File: src/rtl/fir_tap_sequencer.sv
// FIR tap sequencer: walks the sample history, multiplies each sample by its coefficient, accumulates, then rounds and shifts.
// Optional `define FIR_SAT_EN saturates the result to signed 32 bits instead of wrapping it.
module fir_tap_sequencer #(
    parameter int NTAPS = 66,
    parameter int SHIFT = 15,
    parameter int ACC_W = 72
) (
    input  logic               clk,
    input  logic               rst,
    input  logic               start,
    output logic [6:0]         addr,
    input  logic signed [31:0] x_in,
    input  logic signed [31:0] c_in,
    output logic signed [31:0] y_out,
    output logic               done,
    output logic               busy
);

    typedef enum logic [1:0] {IDLE, ISSUE, DRAIN, ROUND} state_t;

    localparam logic [6:0]                LAST = 7'(NTAPS - 1);
    localparam logic [ACC_W-1:0]          ONE  = 1;
    localparam logic signed [ACC_W-1:0]   RND  = (ONE << SHIFT) >> 1;

    state_t                   state, state_nxt;
    logic [6:0]               k, k_nxt;
    logic [1:0]               dcnt, dcnt_nxt;
    logic                     clr, fin;
    logic                     vld_p0, vld_p1, vld_p2;
    logic signed [31:0]       x_p1, c_p1;
    logic signed [63:0]       prod_p2;
    logic signed [ACC_W-1:0]  prod_ext, acc;

    // The +RND term rounds half up. RND is 0 when SHIFT is 0, so the same expression covers both cases.
    function automatic logic signed [ACC_W-1:0] round_shift(input logic signed [ACC_W-1:0] a);
        return (a + RND) >>> SHIFT;
    endfunction

`ifdef FIR_SAT_EN
    localparam logic signed [ACC_W-1:0] SAT_MAX = {{(ACC_W-31){1'b0}}, {31{1'b1}}};
    localparam logic signed [ACC_W-1:0] SAT_MIN = {{(ACC_W-31){1'b1}}, {31{1'b0}}};

    function automatic logic signed [31:0] reduce(input logic signed [ACC_W-1:0] r);
        if (r > SAT_MAX)
            return 32'sh7FFFFFFF;
        else if (r < SAT_MIN)
            return 32'sh80000000;
        else
            return r[31:0];
    endfunction
`else
    function automatic logic signed [31:0] reduce(input logic signed [ACC_W-1:0] r);
        return r[31:0];
    endfunction
`endif

    always_comb begin
        state_nxt = state;
        k_nxt     = k;
        dcnt_nxt  = dcnt;
        clr       = 1'b0;
        fin       = 1'b0;
        case (state)
            IDLE: begin
                if (start) begin
                    state_nxt = ISSUE;
                    k_nxt     = 7'd0;
                    clr       = 1'b1;
                end
            end
            ISSUE: begin
                if (k == LAST) begin
                    state_nxt = DRAIN;
                    dcnt_nxt  = 2'd0;
                end else begin
                    k_nxt = k + 7'd1;
                end
            end
            DRAIN: begin
                if (dcnt == 2'd2)
                    state_nxt = ROUND;
                else
                    dcnt_nxt = dcnt + 2'd1;
            end
            ROUND: begin
                state_nxt = IDLE;
                fin       = 1'b1;
            end
            default: state_nxt = IDLE;
        endcase
    end

    assign addr     = (state == IDLE) ? 7'd0 : k;
    assign prod_ext = {{(ACC_W-64){prod_p2[63]}}, prod_p2};

    always_ff @(posedge clk) begin
        if (rst) begin
            state  <= IDLE;
            k      <= 7'd0;
            dcnt   <= 2'd0;
            vld_p0 <= 1'b0;
            vld_p1 <= 1'b0;
            vld_p2 <= 1'b0;
            acc    <= '0;
            y_out  <= '0;
            done   <= 1'b0;
            busy   <= 1'b0;
        end else begin
            state  <= state_nxt;
            k      <= k_nxt;
            dcnt   <= dcnt_nxt;
            // p0: the read data for an issued address arrives one cycle later
            vld_p0 <= (state == ISSUE);
            vld_p1 <= vld_p0;
            vld_p2 <= vld_p1;
            if (clr)
                acc <= '0;
            else if (vld_p2)
                acc <= acc + prod_ext;
            if (fin)
                y_out <= reduce(round_shift(acc));
            done   <= fin;
            busy   <= (state != IDLE);
        end
    end

    // p1: capture operands; p2: registered product
    always_ff @(posedge clk) begin
        if (vld_p0) begin
            x_p1 <= x_in;
            c_p1 <= c_in;
        end
        prod_p2 <= x_p1 * c_p1;
    end

endmodule

File: config.mk
export PLATFORM = sky130hd
export DESIGN_NAME = fir_tap_sequencer
export DESIGN_NICKNAME = d
export VERILOG_FILES = /design/src/rtl/fir_tap_sequencer.sv
export SDC_FILE = /design/constraint.sdc
export NUM_CORES = 2
export LEC_CHECK = 0
export BUFFER_PORTS_ARGS = -buffer_cell sky130_fd_sc_hd__clkbuf_2
export CORE_ASPECT_RATIO = 0.8
export CORE_MARGIN = 2
export CORE_UTILIZATION = 35
export DETAILED_ROUTE_END_ITERATION = 10
export PLACE_DENSITY = 0.6
export SLEW_MARGIN = 20
export SYNTH_ARGS = -nofsm -noshare
export SYNTH_HDL_FRONTEND = slang
export SYNTH_SLANG_ARGS = --single-unit
File: constraint.sdc
create_clock -name clk -period 6.5 [get_ports clk]
set_input_delay 0.975 -clock clk [delete_from_list [all_inputs] [get_ports clk]]
set_output_delay 0.975 -clock clk [all_outputs]
set_load 0.03 [all_outputs]
**Word-level counts from Yosys, hierarchy flattened**

Index checks and enable logic that the tools add are counted.

- Add/sub/neg operators: 4
- $mul: 1
- Equality and inequality tests: 10
- Mux-type cells: 14
- Reductions and logical operators: 8

Operator list:

| cell | count |
|---|---|
| $add 72x64->72 | 1 |
| $mul 32x32->64 | 1 |
| $add 47x16->47 const B | 1 |
| $mux 7 | 3 |
| $pmux 7 s2 | 1 |
| $mux 2 | 5 |
| $ne 2x2->1 const B | 5 |
| $reduce_and 3->1 | 3 |
| $pmux 2 s4 | 1 |
| $add 7x1->7 const B | 1 |
| $eq 7x7->1 const B | 1 |
| $eq 2x2->1 const B | 3 |
| $reduce_bool 2->1 | 3 |
| $pmux 2 s2 | 1 |
| $mux 1 | 3 |
| $add 2x1->2 const B | 1 |
| $eq 2x1->1 const B | 1 |
| $logic_not 2->1 | 1 |
| $reduce_or 2->1 | 1 |

- Register bits: 248
- Bits of input ports: 67
- Word-level logic and storage cells: 50

**Depth between registers and ports, before layout**

- Depth in word-level cells: 3
- Depth in mapped cells: 27
- Gate-level depth less buffers: 26

**Worst setup path before layout**

No wires, ideal clock.

- Path kind: reg-to-reg
- From: reg c_p1[17]
- To: reg prod_p2[45]
- Arrival: 7027 ps
- Path slack: -599 ps
- Stages on the path, launching flop included: 24
- Buffers on the path: 2
- Period minus slack after synthesis: 7099 ps
- Cells stage by stage: edfxtp_1 -> clkbuf_1 -> clkbuf_1 -> nand2_1 -> fa_1 -> fa_1 -> inv_1 -> fa_1 -> fa_1 -> fa_1 -> fa_1 -> fa_1 -> fa_1 -> ha_1 -> a21o_1 -> a21o_1 -> a21o_1 -> a21o_1 -> a21oi_1 -> o21ai_1 -> nor4b_1 -> nor4_1 -> a211oi_1 -> xnor2_1

- Word-level cells in the longest chain between the ends: 1

RTL lines:

| element | line | RTL |
|---|---|---|
| start: declaration | 30 | `logic signed [31:0] x_p1, c_p1;` |
| start signal: assignment | 131 | `c_p1 <= c_in;` |
| $mul 32x32->64 | 133 | `prod_p2 <= x_p1 * c_p1;` |
| end signal: assignment | 133 |  |
| end: declaration | 31 | `logic signed [63:0] prod_p2;` |

No other way between the ends.
A chain may end at the register's enable or synchronous reset.

**Worst setup path after layout**

- From: reg x_p1[6]
- To: reg prod_p2[44]

- Word-level cells in the longest chain between the ends: 1

RTL lines:

| element | line | RTL |
|---|---|---|
| start: declaration | 30 |  |
| start signal: assignment | 130 | `x_p1 <= x_in;` |
| $mul 32x32->64 | 133 |  |

No other way between the ends.

==> run_results.csv <==
group,metric,value,unit
clock_tree,cts_buffer_depth,3,
placement,place_ws,-0.689,ns
final_layout,area_growth,18.1,%
critical_path,crit_slowest_cell,"fa_1",
clock_tree,cts_root_buffer,"clkbuf_16",
clock_tree,clk_latency,0.61,ns
run,drv_cap,0,
timing,period_minus_slack,7.07,ns
min_path,hp-class,"reg -> reg",
floorplanning,coreArea,107000,µm²
critical_path,end_kind,"register",
grt,grt_max_degree,65,
final_layout,fill_cells,10500,
floorplanning,ios,108,
synth,synth.avg_cell_area,9.51,µm²
synth,synth_edf_count,64,
synth,synthArstFlopShare,0,
placement,place_congestion,0.855,
timing,hold_viol,0,
synth,synth_nets,5063,
routing,wl,96.6,mm
routing,route.detailed.drc,0,
timing,slew_viol_final,0,
routing,first_iter_violations,1374,
final_layout,finalNetCount,5375,
synth,synth-seq-area-share,0.127,
critical_path,reg2reg_slack,-0.57,ns
status,status,"finished with violations",
synth,syn_area,37600,µm²
routing,avgViaCountPerCell,4.72,
timing,worst_pin_slew,0.891,ns
final_layout,drive_above_1_share,0.154,
clock_tree,clk_pin_slew_worst_paths,0.07,ns
routing,vias,26900,
critical_path,cp_max_fo,11,
routing,drtPass1Iterations,6,
critical_path,cp.arrival,7.55,ns
floorplanning,initial_core_util,0.353,
timing,max_freq,141,MHz
synth,synth_warnings,0,
critical_path,crit_chain,"buf_12 -> buf_4 -> and2_1 -> fa_1 -> fa_1 -> inv_1 -> fa_1 -> fa_1 -> inv_1 -> fa_1 -> fa_1 -> fa_1 -> fa_1 -> ha_4 -> nand2_2 -> nor3_2 -> and4_1 -> nand3_2 -> a211o_1 -> o2111ai_2 -> a21oi_2 -> o21bai_1 -> a21oi_1 -> xnor2_1",
grt,grt_pass1_vias,29700,
synth,ys_seq_elements,206,
floorplanning,fp.dieW,371,µm
status,violations,"setup timing",
routing,wl_per_cell,16.9,µm
grt,grt.total_usage,0.185,
floorplanning,die_y,297,µm
placement,io_buffers,107,
timing,finalSetupViolCount,23,
critical_path,r2r_end,"prod_p2[44]",
clock_tree,cts.sinks,206,
floorplanning,rows,107,
critical_path,slowest_delay,0.56,ns
critical_path,crit_path_start,"x_p1[6]",
clock_tree,htree_levels,1,
final_layout,fin_area,44400,µm²
critical_path,cp_common_cell,"fa_1",
synth,synth_cells,3958,
placement,dp_hpwl,83.0,mm
synth,yosysUniqueCellTypes,69,
final_layout,layout_commonest_cell,"inv_1",
critical_path,cp-endpoint,"prod_p2[44]",
timing,finalClockSkew,0.0306,ns
grt,grt_antenna_before_repair,4,
timing,timing.max_slew.rel_slack,0.404,
placement,placed_area,42900,µm²
critical_path,worst-setup-path-type,"reg -> reg",
grt,grt_overflow,0,
final_layout,layout_common_cells,"796 x inv_1, 787 x fa_1, 457 x nand2_1, 448 x and2_1, 294 x buf_4",
synth,synth-main-ff-cell,"dfxtp_1",
critical_path,r2r-start,"x_p1[6]",
grt,grt_pass1_wl,162,mm
timing,grt_setup_unrepaired,"yes",
critical_path,worst_ep_required_time,6.98,ns
timing,period_share,1.09,
routing,antenna_left,0,
critical_path,setup.worst_path.start_class,"register",
min_path,worstHoldPathCells,1,
floorplanning,die-area,110000,µm²
critical_path,r2r_cells,24,
clock_tree,cts_made_buffers,27,
timing,setup_ws,-0.572,ns
clock_tree,tritoncts,"done",
worst max-delay path: cells and delay by family (launching register included):
family	cells	cell delay [ns]
adders and majority gates	9	4.17
AOI/OAI and AO/OA	5	0.99
and+or+nand+nor	5	0.76
DFF	1	0.46
buffers and inverters	4	0.44
xor gates and xnor gates	1	0.12
Yosys cell counts (all sizes together), types with 24 or more instances:
| cell | count | area, µm² |
|---|---|---|
| a21oi | 76 | 380 |
| dfxtp | 142 | 2840 |
| xor2 | 48 | 420 |
| nor2 | 118 | 443 |
| o21ai | 38 | 190 |
| nand2 | 465 | 1750 |
| and3 | 27 | 169 |
| nor2b | 34 | 213 |
| fa | 818 | 16400 |
| inv | 804 | 3020 |
| nand3 | 24 | 120 |
| a211oi | 38 | 285 |
| and2 | 466 | 2920 |
| clkbuf | 183 | 687 |
| a21o | 60 | 450 |
| ha | 220 | 2750 |
| mux2i | 36 | 360 |
| xnor2 | 102 | 893 |
| edfxtp | 64 | 1920 |
logic make-up (layout without fill, tap and decap cells):
group,Yosys count,after routing,share of synthesized area
and+or+nand+nor,1224,1224,0.165
adders and majority gates,1038,1038,0.508
buffers and inverters,996,1327,0.0994
AOI/OAI and AO/OA,307,307,0.0556
DFF,206,206,0.127
xor gates and xnor gates,150,150,0.0349
muxes,37,37,0.00988
other,0,2,0
repair_timing:
| action | 4_1_cts | 5_1_grt |
|---|---|---|
| gates cloned | 0 | 0 |
| endpoints found under the setup margin | 29 | 29 |
| buffers inserted | 5 | 7 |
| pin swaps | 22 | 11 |
| hold buffers | 0 | 0 |
| endpoints found under the hold margin | 0 | 0 |
| resized for setup | 68 | 54 |
sequential cells by signal, summed over array words and instances (netlist names):
name and count:
acc 47, busy 1, c_p1 32, dcnt 2, done 1, k 7, prod_p2 47, state 2
vld_p0 1, vld_p1 1, vld_p2 1, x_p1 32, y_out 32
through the flow:
stage                     setup TNS (ns)  utilization  hold slack, ns  std cells
after CTS                          -7.07        0.414           0.439       5699
final                              -7.61        0.417           0.440       5708
after global routing              -13.04        0.417           0.448       5707
after detailed placement          -10.41        0.403           0.426       5646
after floorplan                   -0.534            -           0.414       3958
after global placement             -8.88        0.403           0.421       5646
worst min path at each step:
stage	startpoint	to	slack (ns)
3_5_place_dp	vld_p1	vld_p2	0.43
2_1_floorplan	vld_p1	vld_p2	0.41
5_1_grt	vld_p1	vld_p2	0.45
6_report	vld_p1	vld_p2	0.44
3_3_place_gp	vld_p1	vld_p2	0.42
4_1_cts	vld_p1	vld_p2	0.44
layer usage:
metal,track usage,up-vias,routed length [µm]
met4,0.0464,2,2730
met1,0.252,13800,43000
met3,0.0191,115,3790
li1,-,12500,-
met5,0,-,14
met2,0.314,478,47100
cell type report:
cell class              instances  area [µm²]  area share
multi-input cells            2756       29900       0.672
flip-flops and latches        206        4770       0.107
repair buffers                475        4110      0.0924
inverters                     804        3020      0.0680
well taps                    1417        1770      0.0399
clock buffers                  38         767      0.0173
clock inverters                10         118     0.00265
diodes                          2        5.00    0.000113
Power is left out: the tool's default activity adds up to more than one toggle a clock period on the data nets, which glitch-free logic cannot reach.
